File: src/rtl/ir_frame_decoder.sv
// ir_frame_decoder: IR serial frame receiver for a button pad.
// Frame format: low start cell, DATA_W data bits (MSB first),
// optional even-parity cell, high stop cell.
// Each cell is BIT_TICKS clocks long.
// Optional feature macro: IR_PARITY_EN.
//   When defined, one even-parity cell follows the data bits.
// Accepted codes appear on buttons, with rdy held high for RDY_CYCLES.
// Rejected frames give a one-cycle err pulse and leave buttons unchanged.
// rnd free-runs while idle and serves as a seed for game colours.
module ir_frame_decoder #(
  parameter int                       DATA_W     = 3,
  parameter int                       BIT_TICKS  = 12,
  parameter logic [(2**DATA_W)-1:0]   VALID_MASK = 8'h5E,
  parameter int                       RDY_CYCLES = 4,
  parameter int                       RND_W      = 2
) (
  input  logic              clk,
  input  logic              rst,
  input  logic              irda,
  output logic [DATA_W-1:0] buttons,
  output logic              rdy,
  output logic              err,
  output logic [RND_W-1:0]  rnd
);

  localparam int BIT_IDX_W = $clog2(DATA_W + 1);

  localparam logic [7:0]           HALF_LAST = 8'(BIT_TICKS / 2 - 1);
  localparam logic [7:0]           CELL_LAST = 8'(BIT_TICKS - 1);
  localparam logic [7:0]           OUT_LAST  = 8'(RDY_CYCLES - 1);
  localparam logic [BIT_IDX_W-1:0] BIT_LAST  = BIT_IDX_W'(DATA_W - 1);

  typedef enum logic [2:0] {
    S_IDLE   = 3'd0,
    S_START  = 3'd1,
    S_DATA   = 3'd2,
`ifdef IR_PARITY_EN
    S_PARITY = 3'd3,
`endif
    S_STOP   = 3'd4,
    S_OUT    = 3'd5
  } state_t;

  state_t               state_r;
  logic [7:0]           tick_r;
  logic [BIT_IDX_W-1:0] bit_idx_r;
  logic [DATA_W-1:0]    shift_r;
  logic                 par_r;
  logic                 accept_s;

  // Even parity holds when the XOR of the data and parity bits is zero.
  function automatic logic parity_ok(input logic [DATA_W-1:0] d, input logic p);
    return ~((^d) ^ p);
  endfunction

  // Frame acceptance at the stop sample: stop high, code allowed, parity good.
  always_comb begin
    accept_s = irda & VALID_MASK[shift_r];
`ifdef IR_PARITY_EN
    accept_s = accept_s & parity_ok(shift_r, par_r);
`else
    accept_s = accept_s & 1'b1;
`endif
  end

  // Receiver FSM with registered outputs and idle-time seed counter.
  always_ff @(posedge clk or posedge rst) begin
    if (rst) begin
      state_r   <= S_IDLE;
      tick_r    <= 8'd0;
      bit_idx_r <= '0;
      shift_r   <= '0;
      par_r     <= 1'b0;
      buttons   <= '0;
      rdy       <= 1'b0;
      err       <= 1'b0;
      rnd       <= '0;
    end else begin
      err <= 1'b0;
      case (state_r)
        S_IDLE: begin
          rnd <= rnd + RND_W'(1);
          if (!irda) begin
            tick_r  <= 8'd0;
            state_r <= S_START;
          end
        end
        S_START: begin
          if (tick_r == HALF_LAST) begin
            if (irda) begin
              // Start cell too short: treat as a glitch, no error.
              state_r <= S_IDLE;
            end else begin
              tick_r    <= 8'd0;
              bit_idx_r <= '0;
              state_r   <= S_DATA;
            end
          end else begin
            tick_r <= tick_r + 8'd1;
          end
        end
        S_DATA: begin
          if (tick_r == CELL_LAST) begin
            shift_r <= (shift_r << 1) | DATA_W'(irda);
            tick_r  <= 8'd0;
            if (bit_idx_r == BIT_LAST) begin
`ifdef IR_PARITY_EN
              state_r <= S_PARITY;
`else
              state_r <= S_STOP;
`endif
            end else begin
              bit_idx_r <= bit_idx_r + BIT_IDX_W'(1);
            end
          end else begin
            tick_r <= tick_r + 8'd1;
          end
        end
`ifdef IR_PARITY_EN
        S_PARITY: begin
          if (tick_r == CELL_LAST) begin
            par_r   <= irda;
            tick_r  <= 8'd0;
            state_r <= S_STOP;
          end else begin
            tick_r <= tick_r + 8'd1;
          end
        end
`endif
        S_STOP: begin
          if (tick_r == CELL_LAST) begin
            tick_r <= 8'd0;
            if (accept_s) begin
              buttons <= shift_r;
              rdy     <= 1'b1;
              state_r <= S_OUT;
            end else begin
              err     <= 1'b1;
              state_r <= S_IDLE;
            end
          end else begin
            tick_r <= tick_r + 8'd1;
          end
        end
        S_OUT: begin
          // The line is ignored while the code is being presented.
          if (tick_r == OUT_LAST) begin
            rdy     <= 1'b0;
            tick_r  <= 8'd0;
            state_r <= S_IDLE;
          end else begin
            tick_r <= tick_r + 8'd1;
          end
        end
        default: begin
          state_r <= S_IDLE;
          tick_r  <= 8'd0;
          rdy     <= 1'b0;
        end
      endcase
    end
  end

endmodule

File: config.mk
export PLATFORM = sky130hd
export DESIGN_NAME = ir_frame_decoder
export DESIGN_NICKNAME = d
export VERILOG_FILES = /design/src/rtl/ir_frame_decoder.sv
export SDC_FILE = /design/constraint.sdc
export NUM_CORES = 1
export LEC_CHECK = 0
export ABC_AREA = 1
export CAP_MARGIN = 20
export CORE_AREA = 2 2 63 65
export CTS_CLUSTER_SIZE = 30
export DETAILED_ROUTE_END_ITERATION = 10
export DIE_AREA = 0 0 65 67
export HOLD_SLACK_MARGIN = 0.15
export SLEW_MARGIN = 25
export SYNTH_ARGS = -nofsm -noshare
export SYNTH_HDL_FRONTEND = slang
export SYNTH_SLANG_ARGS = --single-unit
File: constraint.sdc
create_clock -name clk -period 2.3 [get_ports clk]
set_clock_uncertainty 0.2 [all_clocks]
set_input_delay 0.345 -clock clk [delete_from_list [all_inputs] [get_ports clk]]
set_output_delay 0.345 -clock clk [all_outputs]
set_load 0.05 [all_outputs]
-- Word level (Yosys, flattened, before mapping)
Memory sizes are Yosys's and may differ from the RTL's.
Index checks and enable logic that the tools add are counted.
- register bits after elaboration: 23
- bits of input ports: 3
- ROM bits: 8
- memories kept: 1
- output and inout bits: 7
- word-level logic and storage cells: 69
- add/subtract/negate cells: 3
- bitwise gates (word level): 3
- magnitude comparators: 1
- multiplexer cells: 27
- eq/ne operators: 17
- reductions and logical operators: 9
- memory list (memory ; words ; width ; rd ports ; clocked after Yosys merged registers in ; write ports ; line ; source):
    (name not given) ; 8 ; 1 ; 1 ; 0 ; 0 ; 58 ; accept_s = irda & VALID_MASK[shift_r];
- operator list (operator ; count):
    $mux W8 ; 4
    $pmux W8 S4 ; 1
    $mux W3 ; 7
    $ne A2 B2 Y1 const B ; 9
    $pmux W3 S5 ; 1
    $mux W2 ; 5
    $add A8 B1 Y8 const B ; 1
    $eq A8 B2 Y1 const B ; 1
    $eq A8 B3 Y1 const B ; 1
    $eq A8 B4 Y1 const B ; 1
    $mux W1 ; 7
    $eq A3 B3 Y1 const B ; 2
    $reduce_and A6 Y1 ; 1
    $reduce_and A5 Y1 ; 1
    $add A2 B1 Y2 const B ; 2
    $lt A3 B4 Y1 const B ; 1
    $pmux W2 S2 ; 1
    $reduce_and A4 Y1 ; 1
    $eq A3 B1 Y1 const B ; 1
    $eq A3 B2 Y1 const B ; 1
    $logic_not A3 Y1 ; 1
    $or A3 B1 Y3 ; 1
    $pmux W1 S3 ; 1
    $reduce_and A3 Y1 ; 1
    7 further kinds ; 7

-- Longest topological paths before layout
Gate-level depths: netlist of the first run.
- word-level depth: 6
- depth in mapped cells: 10
- mapped depth without buffers: 10

-- Worst setup path before layout of the first run
OpenSTA, ideal clock, no wires.
- path kind: reg2reg
- from: register tick_r[0]
- to: register buttons[1]
- path buffers: 0
- setup slack: 0.634 ns
- cell stages (with the launch flop): 8
- required time: 1.980 ns
- arrival time: 1.347 ns
- cell sequence: dfrtp_1 -> ha_1 -> nand3_2 -> nor2_4 -> inv_2 -> or2_4 -> nand2_1 -> o21ai_2
- word-level cells in the longest chain between the ends: 2
- ends and longest elaborated chain (element ; line ; source):
    start: declaration ; 45 ; logic [7:0] tick_r;
    start signal: assignment ; 99 ; tick_r <= tick_r + 8'd1;
    start signal: assignment ; 116 ; tick_r <= tick_r + 8'd1;
    start signal: assignment ; 142 ; tick_r <= tick_r + 8'd1;
    $eq A8 B4 Y1 ; 131 ; if (tick_r == CELL_LAST) begin
    $reduce_and A3 Y1 (no source line) ; - ;
    end signal: assignment ; 134 ; buttons <= shift_r;
    end: declaration ; 20 ; output logic [DATA_W-1:0] buttons,
Every way passes these cells.
A chain may end at the register's enable or synchronous reset.

-- Worst setup path in the final report of the first run
- from: register rnd[1]
- to: output port rnd[1]
- RTL lines (element ; line ; source):
    start: declaration ; 23 ; output logic [RND_W-1:0] rnd
    start signal: assignment ; 82 ; rnd <= rnd + RND_W'(1);
No word-level cell between the ends.

==> metrics.md, run 1 <==
| Metric | Value |
|---|---|
| Mean Syn Cell Area | about 7 um^2 |
| Fmax | 502.4 MHz |
| Crit. End Element | output pin |
| Final slew viol count | 0 |
| Critical path, cell by cell | clkdlybuf4s50_1 |
| IO buf count | 9 |
| TNS Setup | 0 ps |
| Cts bufs inserted | 3 |
| Fillers | about 380 |
| Worst Max-Slew Pin Slew | 493.8 ps |
| Net Sw Power | around 740 uW |
| Synthesized Nets | 200 |
| Largest net degree at the start of global routing | 24 |
| Die W | 65 um |
| WP buf/inv | 1 |
| Drt drc | 0 |
| XOR/XNOR Fraction of Synth Area | 1.265% |
| Effective utilization at floorplan | 38.41% |
| Clock tree sinks | 23 |
| Max_cap viols | 0 |
| Critical path type | reg2out |
| Fin crit share | slightly below 90% |
| Area Growth Syn to Fin | 14.45% |
| H-tree lvl count | 1 |
| Vias in the first global route | ~1200 |
| Initial antenna violation count | 0 |
| WP data arrival | around 1500 ps |
| ANT cells | 0 |
| Critical Path Slowest Stage Cell | clkdlybuf4s50_1 |
| Sequential share of power | a little over a third |
| Detail Route Antenna Nets | 0 |
| Via count | 1201 |
| Simple-gate portion of the synthesized area | 36.40% |
| CP Launch Type | flip-flop |
| Compound-gate portion of the synthesized area | under 10% |
| Global-route wire length before repair | roughly 5600 um |
| TritonRoute pass-1 iters | 4 |
| RSZ-0062 raised after global routing | false |
| Multi-input gate area | 693.2 um^2 |
| Hold Path Class | in2async |
| Gp weighted congestion | 0.8521 |
| Hold Violations, Final | 0 |
| YS warnings | 0 |
| Mapped Cells | 194 |
| Die area | about 0.0044 mm^2 |
| Top-area cell type share of the netlist area | 41.55% |
| VDD IR max | 405.5 uV |
| CORE AREA | 0.003606 mm^2 |
| CTS tree | done |
| Cell Rows | 22 |
| Synth Register Bits | 23 |
| Combinational power share | 48.2% |
| Post-CTS Setup Bufs | 0 |
| Skew-Pair Late Insertion Delay | 260 ps |
| Minimum clock period | approximately 2000 ps |
| Int Pwr | 859.2 uW |
| Headroom to the max-slew limit | 66.98% |
| Distinct cells, synth | 22 |
| Register area share after synthesis | 41.55% |
| Reg clk slew, reported paths | 80 ps |
| Endpoints failing setup | 0 |
| Pleak | 0.0008082 uW |
| Crit path max-delay family | buffers and inverters |
| Gr ovfl total | 0 |
| Post-CTS Hold Buffers | 0 |
| Biggest area consumer among synthesized cells | dfrtp_1 |
| GRT Overall Usage | 16.42% |
| Synthesized-area fraction occupied by adder cells | 2.710% |
| Storage element area | between 500 and 600 um^2 |
| Largest family of logic cells by synthesized area | simple AND/OR/NAND/NOR gates |
| Post-DR vias/cell | approximately 4.7 |
| CP required | 1750 ps |
| Routed WL | 3011 um |
| Sw frac | 46.12% |
| Dpl hpwl | 2331 um |
| Die height | ~67 um |
| Resized cells post-CTS | 0 |
| DRT iter0 DRCs | 59 |
| Share of layout cells above drive strength 1 | 9.179% |
| Nets@finish | 214 |
| Mux cell area share after synthesis | 0% |
| Root buf cell | clkbuf_8 |
| Critical path fanouts, max | 2 |
| Synthesized cell area | approximately 0.0014 mm^2 |
| Average wire per standard cell | about 12 um |
| Final core utilization | 43.96% |
| Outcome | finished clean |
| Clock Tree Buf Depth | 2 |
| Clock power frac | 15.8% |
| Critical Path Max Stage Delay | 810 ps |
| Top-Level Pins | 10 |
| Power density over the cells | ~1000 mW/mm^2 |
| Top cells by area, synth | dfrtp_1 42%, nand2_1 12%, nand3_1 9.4% |
==> Yosys cell counts, drive strengths merged <==
| library cell | number |
|---|---|
| o211ai | 4 |
| nand2 | 45 |
| dfrtp | 23 |
| nand4 | 3 |
| nor3 | 2 |
| or2 | 2 |
| clkbuf | 1 |
| o21ai | 18 |
| ha | 3 |
| xor2 | 2 |
| nand3 | 28 |
| inv | 30 |
| nor2 | 31 |
| a21oi | 2 |
==> cell families after synthesis <==
kind of cell,after synthesis
xor gates and xnor gates,2
AOI/OAI and AO/OA,24
buffers and inverters,31
DFF,23
adders and majority gates,3
and+or+nand+nor,111
==> layer usage <==
metal / routed length, um / up-vias / GRT usage (%)
met5: 0 / - / 0
met4: 18 / 0 / 5.053
met3: 79 / 2 / 2.534
met2: 1408 / 11 / 27.19
met1: 1505 / 539 / 21.99
li1: - / 649 / -
==> stage by stage <==
stage	power [uW]	worst slack, ps	instances	hold slack [ps]	area, um^2
2_1_floorplan	1153	633.6	194	146.9	1385
3_3_place_gp	1354	353.7	251	258.8	1539
3_5_place_dp	1350	357.2	251	261.7	1539
4_1_cts	1608	295.4	255	222.9	1585
5_1_grt	1765	192.9	255	240.3	1585
6_report	1595	309.6	255	211.2	1585
==> layout by cell type (no fill, tap or decap) <==
| cell | netlist | routed |
|---|---|---|
| a21oi_1 | 2 | 2 |
| buf_4 | 0 | 1 |
| clkbuf_8 | 0 | 3 |
| clkdlybuf4s50_1 | 0 | 9 |
| clkinv_2 | 0 | 1 |
| dfrtp_1 | 23 | 23 |
| ha_1 | 3 | 3 |
| inv_1 | 29 | 29 |
| inv_2 | 1 | 1 |
| nand2_1 | 44 | 44 |
| nand2_2 | 1 | 1 |
| nand3_1 | 26 | 26 |
| nand3_2 | 2 | 2 |
| nand4_1 | 3 | 3 |
| nor2_1 | 24 | 24 |
| nor2_2 | 6 | 6 |
| nor2_4 | 1 | 1 |
| nor3_1 | 2 | 2 |
| o211ai_1 | 4 | 4 |
| o21ai_0 | 14 | 14 |
| o21ai_1 | 3 | 3 |
| o21ai_2 | 1 | 1 |
| or2_2 | 1 | 1 |
| or2_4 | 1 | 1 |
| xor2_1 | 2 | 2 |
==> power groups by stage <==
stage,sequential [uW],clock (uW),combinational [uW]
floorplan,648,0,504
global placement,578,0,776
detailed placement,583,0,768
CTS,574,262,772
global route,588,287,890
finish,575,252,768
==> path summary, 6_finish.rpt <==
kind	startpoint	endpoint	slack [ps]	cells past startpoint
setup / recovery	rnd[1]	rnd[1]	310	1
hold / removal	rst	tick_r[6]	210	3
setup reg to reg	tick_r[0]	tick_r[1]	370	8
hold reg to reg	rnd[1]	rnd[1]	280	1
max in group asynchronous	rst	bit_idx_r[1]	1450	3
min in group clk	rnd[1]	rnd[1]	280	1
==> final cells by class <==
| type | count | area share [%] |
|---|---|---|
| Timing Repair Buffer | 10 | 6.156 |
| Sequential cell | 23 | 36.31 |
| Clock inverter | 1 | 0.3157 |
| Multi-Input combinational cell | 140 | 43.73 |
| Inverter | 30 | 7.103 |
| Clock buffer | 3 | 2.605 |
| Tap cell | 48 | 3.788 |
==> state kept, by name (all words and copies together), names as in the netlist <==
register and flops:
bit_idx_r 2, buttons 3, err 1, rdy 1, rnd 2, shift_r 3, state_r 3, tick_r 8
Power figures use the tool's default switching activity.
==> inputs of run 2 (changes only) <==
--- a/config.mk
+++ b/config.mk
@@ -7,10 +7,10 @@
 export LEC_CHECK = 0
 export ABC_AREA = 1
 export CAP_MARGIN = 20
-export CORE_AREA = 2 2 63 65
+export CORE_AREA = 2 2 71 73
 export CTS_CLUSTER_SIZE = 30
 export DETAILED_ROUTE_END_ITERATION = 10
-export DIE_AREA = 0 0 65 67
+export DIE_AREA = 0 0 73 75
 export HOLD_SLACK_MARGIN = 0.15
 export SLEW_MARGIN = 25
 export SYNTH_ARGS = -nofsm -noshare
==> metrics.md, run 2 (synthesized netlist as in run 1, its figures left out) <==
| Metric | Value |
|---|---|
| FF-to-FF setup slack | around 460 ps |
| Global-route wire length before repair | 5513 um |
| H-tree lvl count | 1 |
| Average wire per standard cell | around 12 um |
| Die area | between 0.005 and 0.006 mm^2 |
| CTS tree | done |
| IO buf count | 9 |
| Critical path, cell by cell | clkdlybuf4s50_1 |
| Dpl hpwl | between 2000 and 2500 um |
| Critical path fanouts, max | 2 |
| Max_cap viols | 0 |
| Initial antenna violation count | 0 |
| Sequential share of power | 35.8% |
| WP data arrival | 1450 ps |
| Sw frac | 46.25% |
| Fin Hold WS | 205.0 ps |
| Commonest non-fill, non-tap cells in the layout | 44 x nand2_1, 29 x inv_1, 26 x nand3_1 |
| Crit. End Element | output pin |
| Via count | 1260 |
| Final slew viol count | 0 |
| Gr ovfl total | 0 |
| GRT Overall Usage | between 10% and 20% |
| Drt drc | 0 |
| Power density over the cells | 1005 mW/mm^2 |
| CP Launch Type | flip-flop |
| Reg2Reg Depth | 8 |
| Die W | 73 um |
| Crit path launch | rnd[1] |
| Cell Area, Placed | 0.001546 mm^2 |
| Cell Rows | 25 |
| DRT iter0 DRCs | 78 |
| Top-Level Pins | 10 |
| TritonRoute pass-1 iters | 4 |
| Endpoints failing setup | 0 |
| Root buf cell | clkbuf_8 |
| R2R Path Start | tick_r[0] |
| Fillers | 488 |
| Skew-Pair Late Insertion Delay | 270 ps |
| CP required | 1750 ps |
| Max reg flops | 8 |
| Critical path type | reg2out |
| Commonest non-fill, non-tap cell in the layout | nand2_1 |
| Post-CTS Hold Buffers | 0 |
| Worst Slack Setup Final | 309.8 ps |
| Int Pwr | 860.2 uW |
| TNS Setup | 0 ps |
| Hold Path Class | in2async |
| Minimum clock period | approximately 2000 ps |
| VDD IR max | 338.4 uV |
| Cts bufs inserted | 3 |
| Detail Route Antenna Nets | 0 |
| Power Total | roughly 1600 uW |
| Worst Max-Slew Pin Slew | 500.5 ps |
| FF-to-FF End | tick_r[2] |
| Nets@finish | 214 |
| Effective utilization at floorplan | 29.72% |
| Outcome | finished clean |
| Post-Place Setup Slack | about 390 ps |
| CORE AREA | 0.004661 mm^2 |
| Net Sw Power | 740.3 uW |
| Vias in the first global route | 1288 |
| RSZ-0062 raised after global routing | false |
| Post-DR vias/cell | 4.828 |
| Design Area, Final | 0.001593 mm^2 |
| Post-CTS Setup Bufs | 0 |
| Critical Path Slowest Stage Cell | clkdlybuf4s50_1 |
| Combinational power share | 48.0% |
| Biggest register | tick_r |
| Worst path depth | 1 |
| Crit path max-delay family | buffers and inverters |
| Fin crit share | 86.53% |
| Clock tree sinks | 23 |
| Hold Violations, Final | 0 |
| Routed WL | approximately 3000 um |
| Pleak | between 0.0008 and 0.0009 uW |
| Die height | 75 um |
| Clock power frac | 16.2% |
| ANT cells | 0 |
| Resized cells post-CTS | 0 |
| Area Growth Syn to Fin | 15.00% |
| Gp weighted congestion | 0.7869 |
| WP buf/inv | 1 |
| Reg clk slew, reported paths | 90 ps |
| Largest net degree at the start of global routing | 24 |
| Headroom to the max-slew limit | 66.53% |
| Crit path capture | rnd[1] |
| Fmax | about 500 MHz |
| Critical Path Max Stage Delay | ~800 ps |
| Share of layout cells above drive strength 1 | 9.179% |
| Clock Tree Buf Depth | 2 |
run 2: cell counts in the layout (fill, tap and decap cells not counted):
No cell type changed its count.
run 2: worst min path at each step:
stage,start,to,slack (ps),cells past startpoint
floorplan,rst,bit_idx_r[0],150,1
global placement,rnd[1],rnd[1],260,1
detailed placement,rnd[1],rnd[1],260,1
CTS,rst,rnd[1],220,3
global route,rst,tick_r[7],260,3
finish,rst,tick_r[4],200,3
run 2: cell type report:
cell class,count,area [um^2],share of cell area [%]
inverter,30,112.6,7.070
clock buffer,3,41.29,2.592
multi-input combinational,140,693.2,43.52
timing repair buffer,10,97.59,6.127
clock inverter,1,5.005,0.3142
sequential,23,575.6,36.14
tap,54,67.56,4.242
run 2: metrics by stage:
step	instances	utilization, %
global route	261	34.17
floorplan	194	-
finish	261	34.17
global placement	257	33.18
detailed placement	257	33.18
CTS	261	34.17
run 2: power by group through the flow:
stage               Clock (uW)  Sequential (uW)  Combinational (uW)
finish                     259              574                 768
global route               288              589                 891
detailed placement           0              582                 768
global placement             0              577                 769
floorplan                    0              648                 504
CTS                        265              574                 772
run 2: per-layer routing:
metal,track usage [%],vias to the layer above,wire [um]
met5,0,-,0
met4,5.556,0,25
met3,2.677,2,119
met2,21.32,21,1378
met1,16.50,591,1480
li1,-,646,-
